$ cat src/rtl/yolo_pool_pkg.sv
// yolo_pool_pkg: shared pooling defaults, counter widths and window indexing helpers
package yolo_pool_pkg;
   localparam int K_DEF     = 2;
   localparam int WIDTH_DEF = 8;
   localparam int IMG_W_DEF = 16;
   localparam int IMG_H_DEF = 16;
   localparam int COL_W     = $clog2(IMG_W_DEF);
   localparam int ROW_W     = $clog2(IMG_H_DEF);
   function automatic int cnt_w(input int n);
      return n > 1 ? $clog2(n) : 1;
   endfunction
   function automatic int win_idx(input int r, input int c, input int k = K_DEF);
      return r * k + c;
   endfunction
endpackage

$ cat src/rtl/pool_line_buffer.sv
// pool_line_buffer: K-1 row store, one write and one same-column read per row each cycle
module pool_line_buffer
   import yolo_pool_pkg::*;
#(
   parameter int ROWS  = K_DEF - 1,
   parameter int WIDTH = WIDTH_DEF,
   parameter int DEPTH = IMG_W_DEF,
   parameter int AW    = COL_W
)(
   input  logic                       clk,
   input  logic [ROWS-1:0]            wr_en,
   input  logic [AW-1:0]              addr,
   input  logic [WIDTH-1:0]           wr_data,
   output logic [ROWS-1:0][WIDTH-1:0] rd_data
);
   logic [WIDTH-1:0] mem [ROWS][DEPTH];
   // Asynchronous read returns the pre-write contents when the same column is written this cycle
   for (genvar r = 0; r < ROWS; r++) begin : g_row
      assign rd_data[r] = mem[r][addr];
      always_ff @(posedge clk)
         if (wr_en[r]) mem[r][addr] <= wr_data;
   end
endmodule

$ cat src/rtl/pool_window_gen.sv
// pool_window_gen: raster pixel stream to non-overlapping KxK windows (stride K)
module pool_window_gen
   import yolo_pool_pkg::*;
#(
   parameter int K     = K_DEF,
   parameter int WIDTH = WIDTH_DEF,
   parameter int IMG_W = IMG_W_DEF,
   parameter int IMG_H = IMG_H_DEF
)(
   input  logic                   clk,
   input  logic                   rst,
   input  logic [WIDTH-1:0]       in_pixel,
   input  logic                   in_valid,
   output logic                   in_ready,
   output logic [WIDTH*K*K-1:0]   out_window_flat,
   output logic                   out_valid,
   input  logic                   out_ready,
   output logic                   frame_done
);
   localparam int CW    = cnt_w(IMG_W);
   localparam int RW    = cnt_w(IMG_H);
   localparam int PW    = cnt_w(K);
   localparam int W_LIM = (IMG_W / K) * K;
   localparam int H_LIM = (IMG_H / K) * K;
   logic [CW-1:0]                   col_cnt;
   logic [RW-1:0]                   row_cnt;
   logic [PW-1:0]                   col_ph, row_ph;
   logic [K-1:0][K-2:0][WIDTH-1:0]  sh;
   logic [K-2:0][WIDTH-1:0]         rd;
   logic [K-2:0]                    wr_en;
   logic [WIDTH*K*K-1:0]            win;
   logic                            xfer, col_last, row_last, emit;
   assign in_ready = !out_valid || out_ready;
   assign xfer     = in_valid && in_ready;
   assign col_last = col_cnt == CW'(IMG_W - 1);
   assign row_last = row_cnt == RW'(IMG_H - 1);
   assign emit     = col_ph == PW'(K - 1) && row_ph == PW'(K - 1)
                     && int'(col_cnt) < W_LIM && int'(row_cnt) < H_LIM;
   // Window column K-1 comes straight from the line-buffer read and the incoming pixel
   for (genvar r = 0; r < K; r++) begin : g_r
      for (genvar c = 0; c < K; c++) begin : g_c
         if (c < K - 1) begin : g_sh
            assign win[WIDTH*win_idx(r, c, K) +: WIDTH] = sh[r][c];
         end else if (r < K - 1) begin : g_rd
            assign win[WIDTH*win_idx(r, c, K) +: WIDTH] = rd[r];
         end else begin : g_px
            assign win[WIDTH*win_idx(r, c, K) +: WIDTH] = in_pixel;
         end
      end
   end
   for (genvar r = 0; r < K - 1; r++) begin : g_wr
      assign wr_en[r] = xfer && row_ph == PW'(r);
   end
   pool_line_buffer #(
      .ROWS(K - 1), .WIDTH(WIDTH), .DEPTH(IMG_W), .AW(CW)
   ) u_line_buffer (
      .clk(clk), .wr_en(wr_en), .addr(col_cnt), .wr_data(in_pixel), .rd_data(rd)
   );
   always_ff @(posedge clk)
      if (xfer)
         for (int r = 0; r < K; r++)
            for (int c = 0; c < K - 1; c++)
               sh[r][c] <= win[WIDTH*win_idx(r, c + 1, K) +: WIDTH];
   always_ff @(posedge clk) begin
      if (rst) begin
         col_cnt         <= '0;
         row_cnt         <= '0;
         col_ph          <= '0;
         row_ph          <= '0;
         out_valid       <= 1'b0;
         out_window_flat <= '0;
         frame_done      <= 1'b0;
      end else begin
         frame_done <= xfer && col_last && row_last;
         if (xfer) begin
            col_cnt <= col_last ? '0 : col_cnt + 1'b1;
            col_ph  <= (col_last || col_ph == PW'(K - 1)) ? '0 : col_ph + 1'b1;
            if (col_last) begin
               row_cnt <= row_last ? '0 : row_cnt + 1'b1;
               row_ph  <= (row_last || row_ph == PW'(K - 1)) ? '0 : row_ph + 1'b1;
            end
         end
         // A freshly loaded window takes priority over the consumer draining the old one
         if (xfer && emit) begin
            out_valid       <= 1'b1;
            out_window_flat <= win;
         end else if (out_valid && out_ready) begin
            out_valid <= 1'b0;
         end
      end
   end
endmodule

$ cat config.mk
export PLATFORM = sky130hd
export DESIGN_NAME = pool_window_gen
export DESIGN_NICKNAME = d
export VERILOG_FILES = /design/src/rtl/yolo_pool_pkg.sv /design/src/rtl/pool_line_buffer.sv /design/src/rtl/pool_window_gen.sv
export SDC_FILE = /design/constraint.sdc
export NUM_CORES = 1
export LEC_CHECK = 0
export BUFFER_PORTS_ARGS = -buffer_cell sky130_fd_sc_hd__buf_2
export CAP_MARGIN = 5
export CORE_ASPECT_RATIO = 1.75
export CORE_MARGIN = 1
export CORE_UTILIZATION = 60
export CTS_CLUSTER_SIZE = 28
export DETAILED_ROUTE_END_ITERATION = 10
export PLACE_DENSITY_LB_ADDON = 0.08
export SLEW_MARGIN = 20
export SYNTH_ARGS = -nofsm -noshare
export SYNTH_HDL_FRONTEND = slang
export SYNTH_SLANG_ARGS = --single-unit
$ cat constraint.sdc
create_clock -name clk -period 3.1 [get_ports clk]
set_input_delay 0.465 -clock clk [delete_from_list [all_inputs] [get_ports clk]]
set_output_delay 0.465 -clock clk [all_outputs]
set_load 0.01 [all_outputs]
### After elaboration in Yosys (flattened, before gate mapping)

Memory sizes are Yosys's and may differ from the RTL's.
Index checks and enable logic that the tools add are counted.

| word-level totals | value |
|---|---|
| bits in latches | 0 |
| output and inout port bits | 35 |
| input bits | 12 |
| RAM bits | 128 |
| memory bits (read-only) | 0 |
| register bits | 60 |
| memories kept | 1 |

| cells by class | value |
|---|---|
| order comparisons | 2 |
| bitwise operators | 2 |
| shifts and indexed selects | 0 |
| equality and inequality tests | 2 |
| add/sub/neg operators | 4 |
| reductions and logical operators | 14 |
| muxes and demuxes | 13 |
| divide/modulo/power cells | 0 |
| multiply operators | 0 |

Memory list:

| name | depth | width | read ports | clocked after Yosys merged registers in | wr ports | RTL line | RTL |
|---|---|---|---|---|---|---|---|
| u_line_buffer.mem | 1 | 128 | 1 | 0 | 1 | pool_line_buffer.sv:16 | `logic [WIDTH-1:0] mem [ROWS][DEPTH];` |

Operator list:

| operator | count |
|---|---|
| two-way mux 128 bit | 1 |
| binary-select mux 8 bit (select 4 bit) | 1 |
| demux 8 bit (select 4 bit) | 1 |
| two-way mux 8 bit | 3 |
| adder 4 x 1 -> 4 bit (second input constant) | 2 |
| equality test 4 bit (second input constant) | 2 |
| logical AND 1 bit | 8 |
| two-way mux 4 bit | 2 |
| >= comparator 5 bit (second input constant) | 1 |
| less-than comparator 5 x 1 -> 1 bit (second input constant) | 1 |
| two-way mux 1 bit | 5 |
| NOT 4 -> 5 bit | 1 |
| logical OR 1 bit | 3 |
| adder 1 bit (second input constant) | 2 |
| AND reduction 2 bit | 1 |
| nonzero test 2 bit | 1 |
| zero test 1 bit | 1 |
| NOT 1 bit | 1 |

### Longest topological paths before layout

Gate-level depths: netlist (run 1).

| logic depth | value |
|---|---|
| depth in word-level cells | 6 |
| gate-level depth with buffers | 6 |

### By module

Synthesis (run 1) repeated with hierarchy kept, for this count alone.

| unflattened totals | value |
|---|---|
| cells, all modules | 464 |
| area, all modules | 7463.4 sq um |

By module, submodules not included:

| module | area an instance (sq um) | cells each | times used | seq. area each (sq um) |
|---|---|---|---|---|
| pool_line_buffer | 5031.1 | 223 | 1 | 3843.7 |
| pool_window_gen | 2432.3 | 241 | 1 | 1361.3 |

### Worst setup path before layout (run 1)

OpenSTA, ideal clock, no wires.

| path | value |
|---|---|
| path type | register -> register |
| start | register col_cnt[1] |
| end | memory u_line_buffer.mem[0][112] (netlist bit) (enable) |
| stages on the path, launching flop included | 6 |
| path slack | 0.800 ns |
| required time | 2.717 ns |
| arrival | 1.917 ns |
| path buffers | 1 |
| cells stage by stage | dfxtp_1 > inv_2 > buf_1 > ha_1 > nand2_1 > nor3_1 |

| on the way | value |
|---|---|
| word-level cells in the longest chain between the ends | 6 |

RTL lines:

| element | RTL line | RTL |
|---|---|---|
| from (decl) | pool_window_gen.sv:25 | `logic [CW-1:0] col_cnt;` |
| from (signal assigned) | pool_window_gen.sv:76 | `col_cnt <= col_last ? '0 : col_cnt + 1'b1;` |
| NOT 4 -> 5 bit (not written as such) (*) | pool_line_buffer.sv:21 | `if (wr_en[r]) mem[r][addr] <= wr_data;` |
| >= comparator 5 bit (not written as such) or less-than comparator 5 x 1 -> 1 bit (tied branches) | pool_line_buffer.sv:21 |  |
| logical AND 1 bit (not written as such) | pool_line_buffer.sv:21 |  |
| two-way mux 8 bit (not written as such) | pool_line_buffer.sv:21 |  |
| demux 8 bit (select 4 bit) (*) | pool_line_buffer.sv:21 |  |
| two-way mux 128 bit (not written as such) (*) | pool_line_buffer.sv:21 |  |
| to (decl) | pool_line_buffer.sv:16 |  |

Every way passes the cells marked *; elsewhere a longest branch is shown, timed or not.

### Worst setup path in the final report (run 1)

| path | value |
|---|---|
| start | register out_valid |
| end | memory u_line_buffer.mem[0][27] (netlist bit) (enable) |

| on the way | value |
|---|---|
| word-level cells in the longest chain between the ends | 6 |

RTL lines:

| element | RTL line | RTL |
|---|---|---|
| from (decl) | pool_window_gen.sv:16 | `output logic out_valid,` |
| from (signal assigned) | pool_window_gen.sv:70 | `out_valid <= 1'b0;` |
| from (signal assigned) | pool_window_gen.sv:85 | `out_valid <= 1'b1;` |
| from (signal assigned) | pool_window_gen.sv:88 | `out_valid <= 1'b0;` |
| zero test 1 bit | pool_window_gen.sv:33 | `assign in_ready = !out_valid \|\| out_ready;` |
| logical OR 1 bit | pool_window_gen.sv:33 |  |
| logical AND 1 bit | pool_window_gen.sv:34 | `assign xfer = in_valid && in_ready;` |
| logical AND 1 bit | pool_window_gen.sv:52 | `assign wr_en[r] = xfer && row_ph == PW'(r);` |
| two-way mux 1 bit | pool_line_buffer.sv:21 |  |
| two-way mux 128 bit (not written as such) | pool_line_buffer.sv:21 |  |

No other way between the ends.

==> summary.txt, run 1 <==
Status - finished with violations
Failing checks - DRC
Period utilization - 72.3%
Net Sw Power - 1130 uW
Die W - 84.5 um
Drt first-iter violations - 333
Starting Density - 61.7%
Hold-fix buffers at CTS - 0
CP max stage delay - 0.63 ns
Post-synthesis adder-cell area fraction - 0.876%
Post-synthesis compound-gate area fraction - 3.54%
Combinational share of power - 3.6%
Fill count - 759
# clock sinks - 188
Worst Tran Pin Value - 0.746 ns
Area share of and/or/nand/nor cells after synthesis - 6.92%
CTS tree - built
MaxCap Viol Count - 0
CTS H-tree lvls - 4
Layout cells sized above 1 - 25.2%
Worst path cell trace - nor2b_1 > nor3_1 > nand2_1 > nor2_1
Sequential area share after synthesis - 72.9%
CP max-delay cell - nor2_1
ANT nets after route - 0
Slew headroom - 50.1%
Clock power share - 42.2%
Syn-to-layout area delta - 13.9%
Final Skew - 0.0127 ns
Syn avg cell area - 16.4 sq um
Register share of total power - 54.2%
Worst Setup End Kind - flip-flop
First-pass GRT wire length - 21.7 mm
Largest family of logic cells by synthesized area - multiplexers
Switching fraction of total power - 22.2%
Fin util - 70.3%
Cell-internal power - 3980 uW
Vias in the first global route - 3964
LEAKAGE - 0.00288 uW
Placer Congestion - 0.847
HP Class - input port to flip-flop
Commonest cells after routing, fill and taps aside - edfxtp_1, nand2_1, buf_2
WL final - 14.1 mm
Yosys warns - 0
Post-Synthesis Cells - 435
ANT cells - 0
Required @ worst endpoint - 3.15 ns
Min Tclk post-route - 2.24 ns
Total CTS buffers - 17
Pwr Total - 5110 uW
Max clock buf depth - 2
Core footprint - 11600 sq um
Clk_lat worst skew - 0.43 ns
Final hold vios - 0
Syn Nets - 452
# rows - 52
Mux cell area share after synthesis - 13.6%
Maximum VDD drop - 0.000544 V
Setup violators final - 0
Post-Syn Area - 7140 sq um
Worst setup SP type - flip-flop
Avg WL per Cell - 22.1 um
Seq cells post-synth - 188
Worst Path Max Fanout - 8
# DRC - 5
TNS Setup - 0 ns
FMAX - 0.446 GHz
Routed via count - 3838
Clock-pin slew on the worst setup and hold paths - 0.07 ns
Count of different cell masters after synthesis - 31
RSZ-0062 raised after global routing - false
Slew Limit Fails - 0
Total grt overflow - 0
Placed Area - 7530 sq um
CP bufs+invs - 0
Placed Cells incl. Taps - 603
Setup Crit Path Kind - flip-flop to flip-flop
Worst EP arrival - 2.29 ns
Pwr Density - 628 nW/um^2
Chip height - 146 um
CTS resizes - 0
Commonest non-fill, non-tap cell in the layout - edfxtp_1
Crit-path leading delay family - simple AND/OR/NAND/NOR gates
Pin count of the biggest net entering global routing - 28
IO Count - 47
Post-route cell area - 8140 sq um
Antenna violations before repair - 0
Final Non-Filler Cells - 635
Die area - 12400 sq um
Root Buffer Master - clkbuf_16
XOR/XNOR Fraction of Synth Area - 0.368%
Avg Vias per Cell - 6.04
Dpl hpwl - 9.59 mm
Pre-Repair DR Iteration Count - 8
GRT Util Overall - 24.8%
Port bufs - 46
Post-CTS Setup Repair Bufs - 0
Final nets - 504
Yosys cell counts (all sizes together):
library cell  instances  share of area, %
a21o                  1              0.11
a21oi                32               2.2
and3                  1             0.088
buf                  11              0.72
clkbuf               14              0.74
dfxtp                44                12
edfxtp              144                61
ha                    5              0.88
inv                   6              0.32
mux2i                25               3.5
mux4                 32                10
nand2                59               3.1
nand2b                2              0.18
nand3                 3              0.21
nand3b                8              0.84
nor2                 15              0.79
nor2b                 1             0.088
nor3                  9              0.63
o21ai                 3              0.21
o221ai                8              0.98
or3                   4              0.35
or3b                  3              0.37
or4                   1              0.11
or4b                  1              0.14
xnor2                 1              0.12
xor2                  2              0.25
final timing paths:
check                          start                        to  slack, ns  depth (start not counted)
setup / recovery           out_valid  u_line_buffer.mem[0][27]       0.86                          4
hold reg to reg   out_window_flat[0]        out_window_flat[0]       0.45                          2
setup reg to reg           out_valid  u_line_buffer.mem[0][27]       0.86                          4
hold / removal              in_valid                col_cnt[1]       0.36                          3
routing by layer:
layer	part of all wire (%)	wire, um	up-vias	global-route usage (%)
met5	0	0	-	0
met2	57	7970	116	45.7
met1	37	5180	1929	27.6
met4	2.4	335	0	9.92
li1	-	-	1765	-
met3	4.1	582	28	5.31
sequential cells by signal (all words and copies together) (netlist names):
signal and count:
frame_done 1, out_valid 1, row_ph 1, out_window_flat 32, col_ph 1, u_line_buffer.mem 128
col_cnt 4, sh 16, row_cnt 4
per-stage QoR:
step           hold slack (ns)  setup slack [ns]
2_1_floorplan            0.453             0.800
3_3_place_gp             0.441             0.680
3_5_place_dp             0.443             0.682
4_1_cts                  0.341             0.844
5_1_grt                  0.362             0.630
6_report                 0.356             0.860
worst reg2reg max path: cells and delay by family, from the launching register on:
kind,cells,cell delay [ns]
and+or+nand+nor,4,1.56
DFF,1,0.31
area by class of cell:
class / count / area, sq um / area share, %
repair buffers: 58 / 320 / 3.94
flip-flops and latches: 188 / 5210 / 64.0
clock inverters: 15 / 179 / 2.20
inverters: 6 / 22.5 / 0.277
clock buffers: 17 / 425 / 5.23
well taps: 135 / 169 / 2.08
multi-input cells: 216 / 1820 / 22.3
logic make-up (layout without fill, tap and decap cells):
| family | Yosys count | after routing |
|---|---|---|
| flip-flops | 188 | 188 |
| AND/OR/NAND/NOR | 107 | 107 |
| multiplexers | 57 | 57 |
| AO/OA/AOI/OAI | 44 | 44 |
| buffers and inverters | 31 | 96 |
| adder cells (fa/ha/maj) | 5 | 5 |
| XOR/XNOR | 3 | 3 |
power by group through the flow:
| stage | Sequential, uW | Combinational (uW) | Clock (uW) |
|---|---|---|---|
| floorplan | 2820 | 111 | 0 |
| global placement | 2820 | 184 | 0 |
| detailed placement | 2830 | 187 | 0 |
| CTS | 2770 | 187 | 2180 |
| global route | 2770 | 200 | 2280 |
| finish | 2770 | 185 | 2160 |
(Power assumes the default switching activity.)
==> inputs of run 2 (changes only) <==
--- a/config.mk
+++ b/config.mk
@@ -5,11 +5,12 @@
 export SDC_FILE = /design/constraint.sdc
 export NUM_CORES = 1
 export LEC_CHECK = 0
+export ABC_AREA = 1
 export BUFFER_PORTS_ARGS = -buffer_cell sky130_fd_sc_hd__buf_2
 export CAP_MARGIN = 5
 export CORE_ASPECT_RATIO = 1.75
 export CORE_MARGIN = 1
-export CORE_UTILIZATION = 60
+export CORE_UTILIZATION = 54
 export CTS_CLUSTER_SIZE = 28
 export DETAILED_ROUTE_END_ITERATION = 10
 export PLACE_DENSITY_LB_ADDON = 0.08
==> constraint.sdc (replaced) <==
create_clock -name clk -period 2 [get_ports clk]
set_input_delay 0.3 -clock clk [delete_from_list [all_inputs] [get_ports clk]]
set_output_delay 0.3 -clock clk [all_outputs]
set_load 0.01 [all_outputs]
==> run 2 against run 1 <==
The run now ends clean. Clock power grew 46%. Die area increased by 21%. Combinational power rose to 2.7 times the previous value. Critical endpoint is now u_line_buffer.mem[0][99]. Highest routed layer unchanged.
==> summary.txt, run 2 <==
Pre-Repair DR Iteration Count - 5
Top reg by flops - u_line_buffer.mem
EDFF count, synth - 144
Final hold vios - 0
Yosys top cell area share - 55.3%
Hold-fix buffers at CTS - 0
Clock power share - 39.7%
Core footprint - 14000 sq um
# rows - 57
Placer Congestion - 0.928
Dpl hpwl - 11.4 mm
Commonest non-fill, non-tap cell in the layout - nand2_1
Post-synth top cells - nand2_1, inv_1, edfxtp_1
Cell-internal power - 6050 uW
Fraction of registers with async set/reset - 0%
ANT nets after route - 0
GRT Util Overall - 24.2%
Status - finished clean
Min Tclk post-route - 1.81 ns
IO Count - 47
Maximum VDD drop - 0.000662 V
Post-Synthesis Cells - 812
Worst Tran Pin Value - 0.562 ns
Starting Density - 55.9%
Drt first-iter violations - 277
Syn Nets - 829
LEAKAGE - 0.00417 uW
Pwr Density - 888 nW/um^2
Final nets - 891
Clock-pin slew on the worst setup and hold paths - 0.07 ns
Syn avg cell area - 9.62 sq um
# DRC - 0
Antenna violations before repair - 0
Root Buffer Master - clkbuf_16
Setup violators final - 0
Top-count cell post-synth - nand2_1
Port bufs - 46
WL final - 16.8 mm
First-pass GRT wire length - 26.6 mm
Sequential area share after synthesis - 66.6%
HP Class - input port to flip-flop
Post-CTS Setup Repair Bufs - 0
Syn-to-layout area delta - 14.3%
Register share of total power - 54.0%
Die area - 15000 sq um
Layout cells sized above 1 - 12.9%
Switching fraction of total power - 23.8%
Chip height - 161 um
Fin util - 63.9%
Slew Limit Fails - 0
CTS tree - built
Vias in the first global route - 5263
Final Skew - 0.0123 ns
Total grt overflow - 0
Largest regs - u_line_buffer.mem (128), out_window_flat (32), sh (16)
Cell taking the most area after synthesis - edfxtp_1
Routed via count - 5314
Count of different cell masters after synthesis - 21
Worst Setup End Kind - flip-flop
Placed Area - 8370 sq um
RSZ-0062 raised after global routing - false
Avg WL per Cell - 15.8 um
MaxCap Viol Count - 0
Pin count of the biggest net entering global routing - 49
ANT cells - 0
Net Sw Power - 1890 uW
Yosys warns - 0
Ranking of synthesized cells by area - edfxtp_1, dfxtp_1, nand2_1, inv_1, nand3_1
Commonest cells after routing, fill and taps aside - nand2_1, inv_1, edfxtp_1
Max clock buf depth - 2
# clock sinks - 188
Max reg flops - 128
FMAX - 0.551 GHz
Total CTS buffers - 17
Post-Syn Area - 7810 sq um
Post-route cell area - 8930 sq um
Slew headroom - 62.4%
Pwr Total - 7940 uW
Required @ worst endpoint - 2.13 ns
Setup Crit Path Kind - flip-flop to flip-flop
Seq cells post-synth - 188
Fill count - 1187
Clk_lat worst skew - 0.43 ns
Period utilization - 90.7%
Worst Path Max Fanout - 9
Worst EP arrival - 1.95 ns
Main synth FF type - edfxtp_1
Die W - 92.9 um
Avg Vias per Cell - 4.99
Worst setup SP type - flip-flop
Combinational share of power - 6.4%
CTS resizes - 0
CTS H-tree lvls - 4
==> run 2: cell count changes after synthesis, moves of 4 or more <==
cell,before,now
or3_1,4,0
nor3_1,9,5
mux2i_1,25,0
nand3b_1,8,0
clkbuf_1,14,9
mux4_2,31,0
buf_2,8,20
o21ai_0,1,35
inv_1,4,150
a21oi_1,32,13
nand3_1,3,64
nor2_1,15,83
nand2_1,58,225
o221ai_1,8,0
==> run 2: final cells by class <==
type                            count  area, sq um  share of cell area, %
Sequential cell                   188         5210                   58.3
Clock inverter                     15          134                   1.50
Clock buffer                       17          425                   4.76
Inverter                          155          582                   6.51
Tap cell                          177          221                   2.48
Multi-Input combinational cell    437         1880                   21.0
Timing Repair Buffer               75          485                   5.43
==> run 2: worst max-delay path, stage by stage (launching register included) <==
cell and delay (ns):
dfxtp_1 0.36, nor2_1 0.46, inv_1 0.23, nor3_1 0.25, buf_4 0.22
==> run 2: kinds of logic (layout without fill, tap and decap cells) <==
| family | Yosys count | count (layout) | synth area share (%) |
|---|---|---|---|
| buf+inv | 187 | 262 | 9.32 |
| simple gates | 380 | 380 | 19.6 |
| fa+ha+maj | 5 | 5 | 0.801 |
| compound gates | 49 | 49 | 3.28 |
| flops | 188 | 188 | 66.6 |
| xor+xnor | 3 | 3 | 0.336 |
==> run 2: worst paths after layout <==
path	startpoint	to	slack (ns)	depth (start not counted)
worst max-delay path	col_cnt[3]	u_line_buffer.mem[0][99]	0.19	4
worst min-delay path	rst	frame_done	0.06	2
worst max register to register	col_cnt[3]	u_line_buffer.mem[0][99]	0.19	4
worst min register to register	sh[1]	out_window_flat[1]	0.47	2
==> run 2: power by group through the flow <==
stage          Combinational (uW)  Sequential [uW]  Clock, uW
6_report                      505             4280       3150
5_1_grt                       562             4290       3360
4_1_cts                       511             4280       3200
3_5_place_dp                  508             4370          0
3_3_place_gp                  504             4370          0
2_1_floorplan                 309             4370          0
==> run 2: stage by stage <==
stage | hold WS, ns | TNS (ns) | instances | setup slack, ns
finish | 0.0572 | 0 | 1064 | 0.186
CTS | 0.0468 | 0 | 1064 | 0.188
detailed placement | 0.459 | 0 | 1032 | 0.204
global placement | 0.452 | 0 | 1032 | 0.187
floorplan | 0.372 | -0.986 | 812 | -0.0411
global route | 0.0528 | 0 | 1064 | 0.0694
==> run 2: layer usage <==
| layer | GRT usage, % | share of wire (%) | vias up |
|---|---|---|---|
| met5 | 0 | 0 | - |
| met4 | 10.6 | 3.3 | 0 |
| met3 | 3.77 | 3.4 | 37 |
| met2 | 42.8 | 52 | 141 |
| met1 | 28.7 | 41 | 2469 |
| li1 | - | - | 2667 |
==> inputs of run 3 (changes only) <==
--- a/config.mk
+++ b/config.mk
@@ -10,10 +10,10 @@
 export CAP_MARGIN = 5
 export CORE_ASPECT_RATIO = 1.75
 export CORE_MARGIN = 1
-export CORE_UTILIZATION = 54
+export CORE_UTILIZATION = 60
 export CTS_CLUSTER_SIZE = 28
 export DETAILED_ROUTE_END_ITERATION = 10
-export PLACE_DENSITY_LB_ADDON = 0.08
+export PLACE_DENSITY_LB_ADDON = 0.1
 export SLEW_MARGIN = 20
 export SYNTH_ARGS = -nofsm -noshare
 export SYNTH_HDL_FRONTEND = slang
==> constraint.sdc (replaced) <==
create_clock -name clk -period 2.21 [get_ports clk]
set_input_delay 0.3315 -clock clk [delete_from_list [all_inputs] [get_ports clk]]
set_output_delay 0.3315 -clock clk [all_outputs]
set_load 0.01 [all_outputs]
==> run 3 against run 2 <==
Total power down 10%. First-iteration DRC count up 62%. Critical endpoint unchanged. Largest cell class unchanged. Sequential share of layout area up 0.21 points. Register-to-register slack better by 0.22 ns. Non-clock buffer count up 3. Worst hold slack better by 0.023 ns.
==> summary.txt, run 3 (synthesized netlist as in run 2, its figures left out) <==
Status - finished clean
GRT Util Overall - 27.1%
Setup violators final - 0
Worst setup SP type - flip-flop
Avg Vias per Cell - 5.16
Layout cells sized above 1 - 12.9%
Syn-to-layout area delta - 13.9%
Crit-path leading delay family - buffers and inverters
Final nets - 894
Hold_sp - rst
Hold-fix buffers at CTS - 0
Chip height - 153 um
Cell mode on critical path - buf_4
CP max-delay cell - dfxtp_2
Slew headroom - 64.2%
Starting Density - 62.2%
HP Class - input port to flip-flop
Met3 wire len - 777 um
CTS resizes - 0
Routed via count - 5463
Clk_lat worst skew - 0.43 ns
Top reg by flops - u_line_buffer.mem
Commonest cells after routing, fill and taps aside - nand2_1, inv_1, edfxtp_1
Worst Tran Pin Value - 0.536 ns
# DRC - 0
DR top layer - met4
Max clock buf depth - 2
Worst Path Max Fanout - 33
Core footprint - 12600 sq um
Antenna violations before repair - 0
Final Skew - 0.00972 ns
Period utilization - 81.5%
TNS Setup - 0 ns
CP max stage delay - 0.34 ns
Drt first-iter violations - 449
Port bufs - 46
CP bufs+invs - 2
WL met1 - 6.76 mm
Commonest non-fill, non-tap cell in the layout - nand2_1
Worst path cell trace - buf_4 > ha_1 > nand2_1 > nor3_1 > buf_4
PnR worst setup slack - 0.409 ns
Dpl hpwl - 11.2 mm
Hold EP - frame_done
First-pass GRT wire length - 26.6 mm
# rows - 54
Die W - 88.3 um
Placed Cells incl. Taps - 1026
Routed wl met2 - 8.88 mm
Launch point of the worst reg-to-reg path - col_cnt[0]
Worst Setup SP - col_cnt[0]
Placer Congestion - 0.915
Slew Limit Fails - 0
Final hold vios - 0
MaxCap Viol Count - 0
Total CTS buffers - 17
Vias in the first global route - 5384
Total grt overflow - 0
WL final - 16.8 mm
RSZ-0062 raised after global routing - false
CTS H-tree lvls - 4
Fin util - 70.8%
IO Count - 47
Pin count of the biggest net entering global routing - 39
Maximum VDD drop - 0.000828 V
Root Buffer Master - clkbuf_16
CTS tree - built
Pwr Density - 800 nW/um^2
Worst Setup End Kind - flip-flop
Required @ worst endpoint - 2.35 ns
Avg WL per Cell - 15.9 um
Worst EP arrival - 1.94 ns
LEAKAGE - 0.00415 uW
Final Non-Filler Cells - 1058
Die area - 13500 sq um
Max reg flops - 128
ANT cells - 0
Post-CTS Setup Repair Bufs - 0
Clock-pin slew on the worst setup and hold paths - 0.07 ns
Min Tclk post-route - 1.80 ns
Post-Place Worst Slack - 0.387 ns
Reg2reg setup slack - 0.41 ns
ANT nets after route - 0
# clock sinks - 188
Hold Crit Depth - 2
Pre-Repair DR Iteration Count - 5
Largest regs - u_line_buffer.mem (128), out_window_flat (32), sh (16)
FMAX - 0.555 GHz
Setup Crit Path Kind - flip-flop to flip-flop
Worst r2r path cells - 5
R2r endpoint - u_line_buffer.mem[0][99]
## run 3: cell types whose count changed in the layout (fill, tap and decap cells not counted)
| cell | before | now |
|---|---|---|
| clkinv_8 | 1 | 0 |
| inv_6 | 3 | 4 |
| buf_12 | 3 | 1 |
| clkbuf_1 | 0 | 2 |
| clkinv_2 | 2 | 1 |
| clkinv_4 | 5 | 0 |
| clkinvlp_4 | 0 | 4 |
| buf_4 | 26 | 31 |
## run 3: per-layer routing
metal  vias to the layer above  track usage (%)
met3                        36             4.32
met2                       188             46.8
met1                      2570             33.1
met5                         -                0
met4                         0             11.4
li1                       2669                -
## run 3: cell type report
| cell class | count | area (sq um) |
|---|---|---|
| Clock inverter | 13 | 108 |
| Timing Repair Buffer | 78 | 483 |
| Tap cell | 168 | 210 |
| Fill cell | 960 | 3670 |
| Inverter | 155 | 582 |
| Sequential cell | 188 | 5210 |
| Clock buffer | 19 | 433 |
| Multi-Input combinational cell | 437 | 1880 |
## run 3: worst max-delay path by stage
stage | to | depth (start not counted) | slack (ns)
2_1_floorplan | u_line_buffer.mem[0][100] | 3 | 0.17
3_3_place_gp | u_line_buffer.mem[0][102] | 7 | 0.40
3_5_place_dp | u_line_buffer.mem[0][5] | 7 | 0.39
4_1_cts | u_line_buffer.mem[0][99] | 5 | 0.41
5_1_grt | u_line_buffer.mem[0][0] | 5 | 0.27
6_report | u_line_buffer.mem[0][99] | 5 | 0.41
## run 3: where the power goes
group / leakage (uW) / internal [uW] / total, uW / switching (uW)
logic: 0.00223 / 130 / 459 / 330
registers: 0.00167 / 3860 / 3880 / 15.7
clock network: 0.000254 / 1470 / 2790 / 1320
## run 3: stage by stage
stage	hold WS, ns	power [uW]	area [sq um]
3_5_place_dp	0.460	4410	8360
2_1_floorplan	0.404	4230	7810
6_report	0.0804	7120	8900
5_1_grt	0.0817	7350	8900
4_1_cts	0.0742	7160	8900
3_3_place_gp	0.454	4400	8360
